`src/rtl/sfifo_pkg.sv`:
```
// Shared defaults for the synchronous FIFO.
package sfifo_pkg;

    localparam int unsigned SFIFO_WIDTH_DFLT = 8;
    localparam int unsigned SFIFO_DEPTH_DFLT = 2;

endpackage : sfifo_pkg

```
`src/rtl/sfifo.sv`:
```
// Single-clock FIFO with first-word-fall-through read data.
// Circular buffer of 2^DEPTH words; one slot stays unused, so capacity is 2^DEPTH-1.
module sfifo
    import sfifo_pkg::*;
#(
    parameter int unsigned WIDTH = SFIFO_WIDTH_DFLT,
    parameter int unsigned DEPTH = SFIFO_DEPTH_DFLT
) (
    input  logic             clk,
    input  logic             reset,
    input  logic             store,
    input  logic             read,
    input  logic [WIDTH-1:0] wdata,
    output logic [WIDTH-1:0] rdata,
    output logic             empty,
    output logic             full
);

    localparam int unsigned ENTRIES = 1 << DEPTH;

    // Storage has no reset so it can map onto distributed RAM.
    logic [WIDTH-1:0] buffer [ENTRIES];

    logic [DEPTH-1:0] rpos_q, rpos_d;
    logic [DEPTH-1:0] wpos_q, wpos_d;
    logic [DEPTH-1:0] rpos, wpos;
    logic [DEPTH-1:0] wpos_inc, rpos_inc;
    logic             wr_en, rd_en;

    assign rpos = rpos_q;
    assign wpos = wpos_q;

    always_comb begin
        rpos_inc = rpos_q + DEPTH'(1);
        wpos_inc = wpos_q + DEPTH'(1);
        empty    = (rpos_q == wpos_q);
        full     = (wpos_inc == rpos_q);
        wr_en    = store && !full;
        rd_en    = read && !empty;
        rpos_d   = rd_en ? rpos_inc : rpos_q;
        wpos_d   = wr_en ? wpos_inc : wpos_q;
        rdata    = buffer[rpos_q];
    end

    always_ff @(posedge clk) begin
        if (reset) begin
            rpos_q <= '0;
            wpos_q <= '0;
        end else begin
            rpos_q <= rpos_d;
            wpos_q <= wpos_d;
        end
    end

    always_ff @(posedge clk) begin
        if (wr_en && !reset) begin
            buffer[wpos_q] <= wdata;
        end
    end

endmodule : sfifo

```
`config.mk`:
```
export PLATFORM = sky130hd
export DESIGN_NAME = sfifo
export DESIGN_NICKNAME = d
export VERILOG_FILES = /design/src/rtl/sfifo_pkg.sv /design/src/rtl/sfifo.sv
export SDC_FILE = /design/constraint.sdc
export NUM_CORES = 1
export LEC_CHECK = 0
export ABC_AREA = 1
export BUFFER_PORTS_ARGS = -buffer_cell sky130_fd_sc_hd__buf_2
export CAP_MARGIN = 5
export CORE_ASPECT_RATIO = 1.5
export CORE_UTILIZATION = 30
export DETAILED_ROUTE_END_ITERATION = 7
export SLEW_MARGIN = 0
export SYNTH_ARGS = -nofsm -noshare
export SYNTH_HDL_FRONTEND = slang
export SYNTH_SLANG_ARGS = --single-unit
```
`constraint.sdc`:
```
create_clock -name clk -period 1.7 [get_ports clk]
set_input_delay 0.34 -clock clk [delete_from_list [all_inputs] [get_ports clk]]
set_output_delay 0.34 -clock clk [all_outputs]
set_load 0.02 [all_outputs]
```
==> summary.md, run 1 <==
| Metric | Value |
|---|---|
| Maximum clock skew at final layout | 0.00177 ns |
| Power per cell area | 1230 nW/um^2 |
| Top achievable clock speed | 580 MHz |
| Final weighted congestion in routability-driven placement | 0.729 |
| Die footprint | approximately 5500 um^2 |
| Average wire per cell in the routed design | 12.1 um |
| Mux share of post-synthesis cell area | 0% |
| Number of DRC markers after the initial detailed-route iteration | 25 |
| Number of distinct library cells after synthesis | 15 |
| Unrepaired setup endpoints after global routing | true |
| Total gr overflow | 0 |
| Residual DRC count | 0 |
| Core footprint | 4890 um^2 |
| Worst hold endpoint | buffer[3][7] |
| Vias in the first global route | slightly above 1000 |
| Worst setup EP type | output port |
| Initial antenna violation count | 0 |
| Clock edge transition at the registers on the reported setup and hold paths | 0.07 ns |
| Drt pass-1 iters | 4 |
| Final critical delay including setup and external delays | 1.72 ns |
| Endpoint arrival time on the critical path | 1.38 ns |
| Count of port buffers added during placement | 21 |
| CP max stage cell | sky130_fd_sc_hd__dfxtp_2 |
| Top area cells in the synthesized netlist | sky130_fd_sc_hd__edfxtp_1 (62%), sky130_fd_sc_hd__dfxtp_1 (7.7%), sky130_fd_sc_hd__nor2_1 (6.5%) |
| Worst EP required | between 1 and 1.5 ns |
| Failing checks | setup timing |
| Post-synthesis compound-gate area fraction | a little under a tenth |
| Share of synthesized cell area in full adder, half adder and majority cells | under 10% |
| TritonCTS Buffers | 5 |
| Synth Area per Inst | 11.5 um^2 |
| Number of buffers and inverters on the critical path | 4 |
| Die height | 90.1 um |
| Hpwl dp | 1.99 mm |
| Syn Inst Count | 135 |
| Largest family of logic cells by synthesized area | simple AND/OR/NAND/NOR gates |
| Number of inserted diodes | 0 |
| Root buffer selected by CTS | sky130_fd_sc_hd__clkbuf_8 |
| FF-to-FF setup slack | 0.03 ns |
| Die X-Extent | a little over 60 um |
| Reg2Reg Depth | 10 |
| Worst slew slack as a fraction of its limit | 82.4% |
| Overall fraction of global-route tracks in use | between 10% and 20% |
| Lkg Pwr | 0.787 nW |
| Crit-path leading delay family | flip-flops |
| Number of ports placed on the die boundary | 22 |
| Final Hold Vio Count | 0 |
| Hold_sp | wdata[7] |
| Synthesized Nets | 151 |
| Post-route insts no fill | 241 |
| Fraction of synthesized cell area taken by the top area cell type | about three fifths |
| Xor/xnor cell area share of the yosys netlist | less than 1% |
| Total power | 2.51 mW |
| Ratio of routed vias to standard cells | 4.30 |
| Most repeated library cell on the critical path | sky130_fd_sc_hd__nand2_2 |
| Launching point of the worst reg2reg path | wpos[0] |
| Crit. path cell count | 8 |
| Series of cell instances along the critical path | inv_2 -> ha_4 -> nand2_2 -> nand2_2 -> nand2_2 -> buf_6 -> inv_2 -> buf_6 |
| Crit Reg-Reg Endpoint | buffer[1][0] |
| Tightest Pin Transition | approximately 0.26 ns |
| Wire length of the first global-routing pass | ~4.6 mm |
| Number of synthesized register bits | 38 |
| Final Slew Violations | 0 |
| Crit path setup slack, layout | -0.0232 ns |
| Number of cells in the design after placement | 227 |
| Class of the tightest hold or removal check | in2reg |
| Fin Setup TNS | -0.0232 ns |
| Detailed Route WL | 2.92 mm |
| Clock tree from TritonCTS | built |
| Worst-case clock buffer depth | 2 |
| Post-layout net count | 190 |
| Critical Path Start Type | flip-flop |
| H-tree levels | 2 |
| Final Cycle Share | 101% |
| Post-route antenna net violation count | 0 |
| Starting Density | between 30% and 40% |
| Area Growth Syn to Fin | 31.6% |
| Number of instances on the worst hold path | 1 |
| Top cell type by total area after synthesis | sky130_fd_sc_hd__edfxtp_1 |
| Maximum fanout along the worst path | 3 |
| Post-synthesis instance area | 1550 um^2 |
| Clk_lat worst skew | 0.28 ns |
| Standard-cell rows | 31 |
| MaxCap Viol Count | 0 |
| Post-synthesis simple-gate area fraction | 12.5% |
| Maximum VDD drop | about 0.61 mV |
| Total number of clock tree sinks | 38 |
| Classification of the worst setup path | reg2out |
| Total of endpoints with negative setup slack in the final report | 1 |
| Run status | complete, but fails checks |
| Share of final-layout standard cells stronger than drive strength 1 | 36.0% |
| Sequential area share after synthesis | 69.6% |
| Delay of the slowest cell on the worst path | roughly 0.33 ns |
| Yosys warns | 0 |
| Hold_buf cts | 0 |
| Pin count of the biggest net entering global routing | 17 |
| Number of vias in the routed layout | 1037 |
-- what timing repair did --
action,4_1_cts,5_1_grt
pin swaps,3,6
setup endpoints to repair,17,41
buffers inserted,3,3
resized for setup,9,13
-- cells by family (layout without fill, tap and decap cells) --
kind of cell | after synthesis | in the layout
adder cells (fa/ha/maj) | 4 | 4
AND/OR/NAND/NOR | 49 | 49
buffers and inverters | 17 | 57
AO/OA/AOI/OAI | 26 | 26
flip-flops | 38 | 38
XOR/XNOR | 1 | 1
-- flip-flops by register name, summed over array words and instances (netlist names), named ones only --
| signal | cells |
|---|---|
| wpos | 2 |
| buffer | 32 |
| rpos | 2 |
-- per-layer routing --
metal	vias to the layer above	track usage, %	part of all wire (%)
met5	-	0	0
met2	27	20.1	52
met3	4	4.03	4.7
met1	466	13.1	42
li1	540	-	-
met4	0	4.55	0.96
-- area by class of cell --
type	count	area, um^2
Clock inverter	1	30.0
Inverter	15	58.8
Multi-Input combinational cell	80	455
Tap cell	66	82.6
Timing Repair Buffer	34	251
Sequential cell	38	1090
Fill cell	500	2840
Clock buffer	7	76.3
-- report_power, final --
part	total, mW	internal (mW)	switching, mW	leakage (nW)
clock network	0.727	0.439	0.289	0.0524
registers	1.11	1.08	0.0378	0.341
logic	0.665	0.277	0.389	0.393
total	2.51	1.79	0.715	0.787
-- cell usage after synthesis --
cell type,instances
sky130_fd_sc_hd__inv_2,3
sky130_fd_sc_hd__nand3_1,2
sky130_fd_sc_hd__nand2_2,3
sky130_fd_sc_hd__o21ai_1,2
sky130_fd_sc_hd__inv_1,12
sky130_fd_sc_hd__edfxtp_1,32
sky130_fd_sc_hd__ha_1,4
sky130_fd_sc_hd__xnor2_1,1
sky130_fd_sc_hd__o22ai_1,8
sky130_fd_sc_hd__nor2_1,27
sky130_fd_sc_hd__o21ai_0,14
sky130_fd_sc_hd__buf_6,2
sky130_fd_sc_hd__dfxtp_1,6
sky130_fd_sc_hd__a21oi_1,2
sky130_fd_sc_hd__nand2_1,17
-- worst max path at each step --
stage	from	to	slack (ns)
after floorplan	wpos[0]	buffer[0][0]	0.04
after global placement	wpos[0]	buffer[3][2]	0.04
after detailed placement	wpos[0]	buffer[3][4]	0.007
after CTS	wpos[0]	full	-0.04
after global routing	wpos[1]	full	-0.09
final	wpos[0]	full	-0.02
-- stage by stage --
| step | utilization (%) | worst slack [ns] | hold slack [ns] | area [um^2] |
|---|---|---|---|---|
| 4_1_cts | 40.2 | -0.0398 | 0.265 | 1960 |
| 3_3_place_gp | 37.1 | 0.0420 | 0.551 | 1810 |
| 3_5_place_dp | 37.1 | 0.00651 | 0.557 | 1810 |
| 2_1_floorplan | - | 0.0370 | 0.439 | 1600 |
| 6_report | 41.8 | -0.0232 | 0.275 | 2040 |
| 5_1_grt | 41.8 | -0.0892 | 0.266 | 2040 |
-- layout by cell type, fill, tap and decap left out, drive strengths merged --
cell type and n:
nor2 27, edfxtp 32, nand3 2, dfxtp 6, bufinv 1, clkbuf 7
o22ai 8, inv 15, a21oi 2, buf 34, nand2 20, ha 4
o21ai 16, xnor2 1
Power figures use the tool's default switching activity.
==> inputs of run 2 (changes only) <==
--- a/config.mk
+++ b/config.mk
@@ -6,11 +6,11 @@
 export NUM_CORES = 1
 export LEC_CHECK = 0
 export ABC_AREA = 1
-export BUFFER_PORTS_ARGS = -buffer_cell sky130_fd_sc_hd__buf_2
 export CAP_MARGIN = 5
 export CORE_ASPECT_RATIO = 1.5
 export CORE_UTILIZATION = 30
 export DETAILED_ROUTE_END_ITERATION = 7
+export DONT_BUFFER_PORTS = 1
 export SLEW_MARGIN = 0
 export SYNTH_ARGS = -nofsm -noshare
 export SYNTH_HDL_FRONTEND = slang
==> constraint.sdc (replaced) <==
create_clock -name clk -period 1.7 [get_ports clk]
set_input_delay 0.34 -clock clk [delete_from_list [all_inputs] [get_ports clk]]
set_output_delay 0.34 -clock clk [all_outputs]
set_load 0.005 [all_outputs]
==> run 2 against run 1 <==
Compared with the run above: the flow now finishes without violations; wire length is essentially flat; critical path depth is the same; sequential power is essentially flat; via count shrank 4.9%; non-clock buffer count shrank 27; power shrank 2.5%; register-to-register slack gained 0.03 ns; clock power grew 25%; cell area shrank 8.0%; fmax grew 5.0%; highest routed layer unchanged; final cell count shrank 11%.
==> summary.md, run 2 (synthesis gave the netlist of run 1 again) <==
| Metric | Value |
|---|---|
| Run status | completed |
| Flip-flop count of the largest register after layout | 32 |
| Termination of the worst setup path | buffer[0][7] |
| Number of vias in the routed layout | 986 |
| Crit path setup slack, layout | 0.0586 ns |
| Launching point of the worst reg2reg path | wpos[0] |
| Setup WS pre-CTS | -0.0128 ns |
| Initial antenna violation count | 0 |
| Final Cycle Share | 96.6% |
| Crit Reg-Reg Endpoint | buffer[0][7] |
| Total gr overflow | 0 |
| Residual DRC count | 0 |
| Endpoint arrival time on the critical path | 1.61 ns |
| Worst-case clock buffer depth | 2 |
| Number of DRC markers after the initial detailed-route iteration | 70 |
| TritonCTS Buffers | 5 |
| Post-route antenna net violation count | 0 |
| Hpwl dp | between 2 and 2.5 mm |
| Post-route insts no fill | 214 |
| Clk_lat worst skew | 0.29 ns |
| Post-layout net count | 163 |
| Maximum clock skew at final layout | 0.00933 ns |
| MaxCap Viol Count | 0 |
| Total number of clock tree sinks | 38 |
| Ratio of routed vias to standard cells | 4.61 |
| Die footprint | 5470 um^2 |
| Class of the tightest hold or removal check | in2reg |
| Clock tree from TritonCTS | built |
| Average wire per cell in the routed design | 13.6 um |
| Area Growth Syn to Fin | 21.0% |
| Number of ports placed on the die boundary | 22 |
| Count of port buffers added during placement | 0 |
| Drt pass-1 iters | 4 |
| Worst setup EP type | flip-flop |
| Leading cell types in the layout, fill and taps excluded | sky130_fd_sc_hd__edfxtp_1 (32), sky130_fd_sc_hd__nor2_1 (23), sky130_fd_sc_hd__nand2_1 (15), sky130_fd_sc_hd__o21ai_0 (14), sky130_fd_sc_hd__inv_1 (10) |
| Classification of the worst setup path | reg2reg |
| Worst EP required | 1.67 ns |
| Lkg Pwr | roughly 0.68 nW |
| Starting Density | 31.8% |
| Core footprint | 4890 um^2 |
| Hold_buf cts | 0 |
| Worst setup path start | wpos[0] |
| Total power | 2.44 mW |
| Total placed instance area | 1690 um^2 |
| Worst slew slack as a fraction of its limit | 81.6% |
| Number of cells in the design after placement | about 200 |
| Detailed Route WL | 2.92 mm |
| Final Instance Area | around 1900 um^2 |
| Most common library cell in the layout ignoring fill and taps | sky130_fd_sc_hd__edfxtp_1 |
| Top achievable clock speed | 609 MHz |
| H-tree levels | 2 |
| Wire length of the first global-routing pass | between 4 and 5 mm |
| Critical Path Start Type | flip-flop |
| Tightest Pin Transition | approximately 0.28 ns |
| Register with the most flip-flops | buffer |
| FF-to-FF setup slack | 0.06 ns |
| Total of endpoints with negative setup slack in the final report | 0 |
| Vias in the first global route | between 1000 and 1500 |
| Overall fraction of global-route tracks in use | 11.7% |
| Maximum VDD drop | 0.739 mV |
| Reg2Reg Depth | 8 |
| Final Hold Vio Count | 0 |
| Share of final-layout standard cells stronger than drive strength 1 | a little under a quarter |
| Root buffer selected by CTS | sky130_fd_sc_hd__clkbuf_8 |
| Pin count of the biggest net entering global routing | 17 |
| Final critical delay including setup and external delays | 1.64 ns |
| Final weighted congestion in routability-driven placement | between 0.6 and 0.7 |
| Power per cell area | around 1300 nW/um^2 |
| Standard-cell rows | 31 |
| Maximum fanout along the worst path | 8 |
| Finished Core Util | 38.5% |
| Clock edge transition at the registers on the reported setup and hold paths | 0.08 ns |
| Die X-Extent | between 60 and 70 um |
| Number of inserted diodes | 0 |
| Final Slew Violations | 0 |
| Die height | 90.1 um |
## run 2: cell types whose count changed in the layout (fill, tap and decap cells not counted), moves of 2 or more
cell                       before  now
sky130_fd_sc_hd__inv_1          8   10
sky130_fd_sc_hd__clkbuf_1       2    0
sky130_fd_sc_hd__buf_6          5    0
sky130_fd_sc_hd__buf_4          8    6
sky130_fd_sc_hd__buf_2         19    0
## run 2: how the worst min path moves through the flow
stage	start	endpoint	cells after the start
after CTS	wdata[2]	buffer[2][2]	0
final	wdata[2]	buffer[2][2]	0
after global routing	wdata[2]	buffer[2][2]	0
after floorplan	wdata[0]	buffer[0][0]	0
after detailed placement	wdata[2]	buffer[2][2]	0
after global placement	wdata[5]	buffer[3][5]	0
## run 2: what timing repair did
action	4_1_cts	5_1_grt
endpoints found under the setup margin	16	37
resized for setup	0	8
pin swaps	2	6
setup buffers	1	1
## run 2: layout make-up
cell class	count	area [um^2]
inverter	15	56.3
fill	499	3010
clock inverter	3	68.8
multi-input combinational	80	453
tap	66	82.6
clock buffer	5	68.8
sequential	38	1080
timing repair buffer	7	65.1
## run 2: where the power goes
part | internal (mW) | switching [mW]
Clock | 0.588 | 0.319
Combinational | 0.155 | 0.270
Sequential | 1.07 | 0.0365
## run 2: routing by layer
layer | vias up | share of wire (%) | GRT usage [%]
met5 | - | 0 | 0
met4 | 0 | 1.4 | 3.98
met1 | 470 | 42 | 14.1
met2 | 28 | 49 | 18.5
met3 | 7 | 7.2 | 4.60
li1 | 481 | - | -
## run 2: through the flow
stage	TNS [ns]	hold slack [ns]
CTS	0	0.135
detailed placement	-0.139	0.439
global route	-0.0590	0.119
floorplan	0	0.439
finish	0	0.138
global placement	0	0.439
## run 2: critical path, cell delays in order, from the launching register on
cell and delay [ns]:
sky130_fd_sc_hd__dfxtp_2 0.33, sky130_fd_sc_hd__inv_2 0.05, sky130_fd_sc_hd__ha_4 0.27, sky130_fd_sc_hd__inv_2 0.03
sky130_fd_sc_hd__nand2_2 0.05, sky130_fd_sc_hd__nand2_2 0.05, sky130_fd_sc_hd__nand2_2 0.10, sky130_fd_sc_hd__nand3_4 0.15
sky130_fd_sc_hd__nor2_4 0.29
==> inputs of run 3 (changes only) <==
--- a/config.mk
+++ b/config.mk
@@ -11,6 +11,7 @@
 export CORE_UTILIZATION = 30
 export DETAILED_ROUTE_END_ITERATION = 7
 export DONT_BUFFER_PORTS = 1
+export PLACE_DENSITY_LB_ADDON = 0.3
 export SLEW_MARGIN = 0
 export SYNTH_ARGS = -nofsm -noshare
 export SYNTH_HDL_FRONTEND = slang
==> run 3 against run 2 <==
Compared with the run above: register-to-register slack gained 0.02 ns; power shrank 12%; wire length up 2.8%; largest power group unchanged; critical endpoint is now buffer[1][4]; utilization is essentially flat; via count shrank 0.91%; critical path type unchanged; sequential power about the same; clock power is 37% lower; flip-flop and latch count is the same.
==> summary.md, run 3 (synthesis gave the netlist of run 1 again) <==
| Metric | Value |
|---|---|
| Initial antenna violation count | 0 |
| Residual DRC count | 0 |
| Final Slew Violations | 0 |
| Die X-Extent | 60.7 um |
| Worst slew slack as a fraction of its limit | 78.1% |
| Register with the most flip-flops | buffer |
| Leading cell types in the layout, fill and taps excluded | sky130_fd_sc_hd__edfxtp_1 (32), sky130_fd_sc_hd__nor2_1 (23), sky130_fd_sc_hd__nand2_1 (17), sky130_fd_sc_hd__o21ai_0 (14), sky130_fd_sc_hd__inv_1 (9) |
| Final Hold Vio Count | 0 |
| Clock edge transition at the registers on the reported setup and hold paths | around 0.07 ns |
| Lkg Pwr | 0.680 nW |
| Worst-case clock buffer depth | 2 |
| Hpwl dp | between 2 and 2.5 mm |
| Total number of clock tree sinks | 38 |
| Class of the tightest hold or removal check | in2reg |
| Final Instance Area | 1880 um^2 |
| Standard-cell rows | 31 |
| Core footprint | 4890 um^2 |
| Number of buffers and inverters on the critical path | 2 |
| Total gr overflow | 0 |
| Wire length of the first global-routing pass | 4.86 mm |
| Overall fraction of global-route tracks in use | 12.3% |
| Final Cycle Share | 95.4% |
| Hold_buf cts | 0 |
| Unrepaired setup endpoints after global routing | true |
| H-tree levels | 2 |
| Count of port buffers added during placement | 0 |
| Finished Core Util | roughly two fifths |
| Critical Path Start Type | flip-flop |
| Tightest Pin Transition | 0.328 ns |
| Series of cell instances along the critical path | inv_2 -> ha_4 -> inv_2 -> nand2_1 -> nand2_1 -> nand2_2 -> nand3_4 -> nor2_4 |
| Number of ports placed on the die boundary | 22 |
| Number of inserted diodes | 0 |
| Ratio of routed vias to standard cells | 4.50 |
| Total power | 2.14 mW |
| Die height | 90.1 um |
| TritonCTS Buffers | 5 |
| Crit-path leading delay family | simple AND/OR/NAND/NOR gates |
| Vias in the first global route | 1008 |
| Number of cells in the design after placement | roughly 200 |
| CP max stage cell | sky130_fd_sc_hd__dfxtp_2 |
| Worst setup EP type | flip-flop |
| Crit path setup slack, layout | between 0.07 and 0.08 ns |
| Worst EP required | roughly 1.7 ns |
| Pin count of the biggest net entering global routing | 17 |
| Final weighted congestion in routability-driven placement | 0.713 |
| Delay of the slowest cell on the worst path | roughly 0.34 ns |
| Root buffer selected by CTS | sky130_fd_sc_hd__clkbuf_8 |
| Run status | completed |
| Endpoint arrival time on the critical path | 1.59 ns |
| Total placed instance area | 1710 um^2 |
| Die footprint | 5470 um^2 |
| Peak-usage layer in the global routing report | met2 |
| Maximum clock skew at final layout | 0.00287 ns |
| Drt pass-1 iters | 4 |
| Post-route antenna net violation count | 0 |
| Setup WS pre-CTS | -0.0455 ns |
| GR Util met3 | 3.45% |
| Flip-flop count of the largest register after layout | 32 |
| Total of endpoints with negative setup slack in the final report | 0 |
| Detailed Route WL | 3.00 mm |
| Clock tree from TritonCTS | built |
| Met1 capacity usage during global routing | 13.2% |
| Area Growth Syn to Fin | 21.0% |
| Average wire per cell in the routed design | ~14 um |
| Maximum VDD drop | 0.564 mV |
| Starting Density | 31.8% |
| Clk_lat worst skew | 0.28 ns |
| Post-route insts no fill | 217 |
| Most common library cell in the layout ignoring fill and taps | sky130_fd_sc_hd__edfxtp_1 |
| Post-layout net count | around 170 |
| MaxCap Viol Count | 0 |
| Final critical delay including setup and external delays | 1.62 ns |
| Number of vias in the routed layout | 977 |
| Classification of the worst setup path | reg2reg |
| Share of final-layout standard cells stronger than drive strength 1 | between 20 and 25% |
| Number of DRC markers after the initial detailed-route iteration | between 50 and 60 |
| Power per cell area | 1140 nW/um^2 |
| Maximum fanout along the worst path | 8 |
| Top achievable clock speed | slightly above 600 MHz |
| Met2 track demand over resource | approximately 22% |
run 3: area by class of cell:
type | count | area (um^2)
Clock buffer | 6 | 72.6
Inverter | 15 | 56.3
Clock inverter | 2 | 8.76
Tap cell | 66 | 82.6
Timing Repair Buffer | 10 | 125
Multi-Input combinational cell | 80 | 448
Sequential cell | 38 | 1080
Fill cell | 495 | 3010
run 3: power breakdown:
group          internal (mW)  switching, mW  leakage, nW
registers               1.08         0.0402        0.340
logic                  0.182          0.271        0.297
clock network          0.282          0.293       0.0426
run 3: layer usage:
layer / vias up / share of wire (%) / routed length (um)
met5: - / 0 / 0
met4: 0 / 1.8 / 54
met3: 6 / 4.8 / 145
met2: 21 / 53 / 1600
met1: 459 / 40 / 1210
li1: 491 / - / -
run 3: metrics by stage:
stage	hold slack (ns)	TNS, ns
2_1_floorplan	0.439	0
3_5_place_dp	0.439	-0.795
5_1_grt	0.136	-0.0740
4_1_cts	0.141	0
3_3_place_gp	0.439	0
6_report	0.149	0
run 3: repair_timing:
item	in CTS	in global routing
buffers inserted	2	3
pin swaps	4	7
resized for setup	4	3
endpoints found under the setup margin	32	29
run 3: worst reg2reg max path, cell delays in order, from the launching register on:
cell and delay, ns:
sky130_fd_sc_hd__dfxtp_2 0.34, sky130_fd_sc_hd__inv_2 0.05, sky130_fd_sc_hd__ha_4 0.27, sky130_fd_sc_hd__inv_2 0.03, sky130_fd_sc_hd__nand2_1 0.05, sky130_fd_sc_hd__nand2_1 0.06
sky130_fd_sc_hd__nand2_2 0.11, sky130_fd_sc_hd__nand3_4 0.14, sky130_fd_sc_hd__nor2_4 0.26
run 3: path summary, 6_finish.rpt:
kind,startpoint,endpoint,slack [ns],cells past startpoint
setup / recovery,wpos[1],buffer[1][4],0.08,8
hold / removal,wdata[6],buffer[3][6],0.15,0
hold reg to reg,rpos[0],rpos[0],0.57,2
setup reg to reg,wpos[1],buffer[1][4],0.08,8
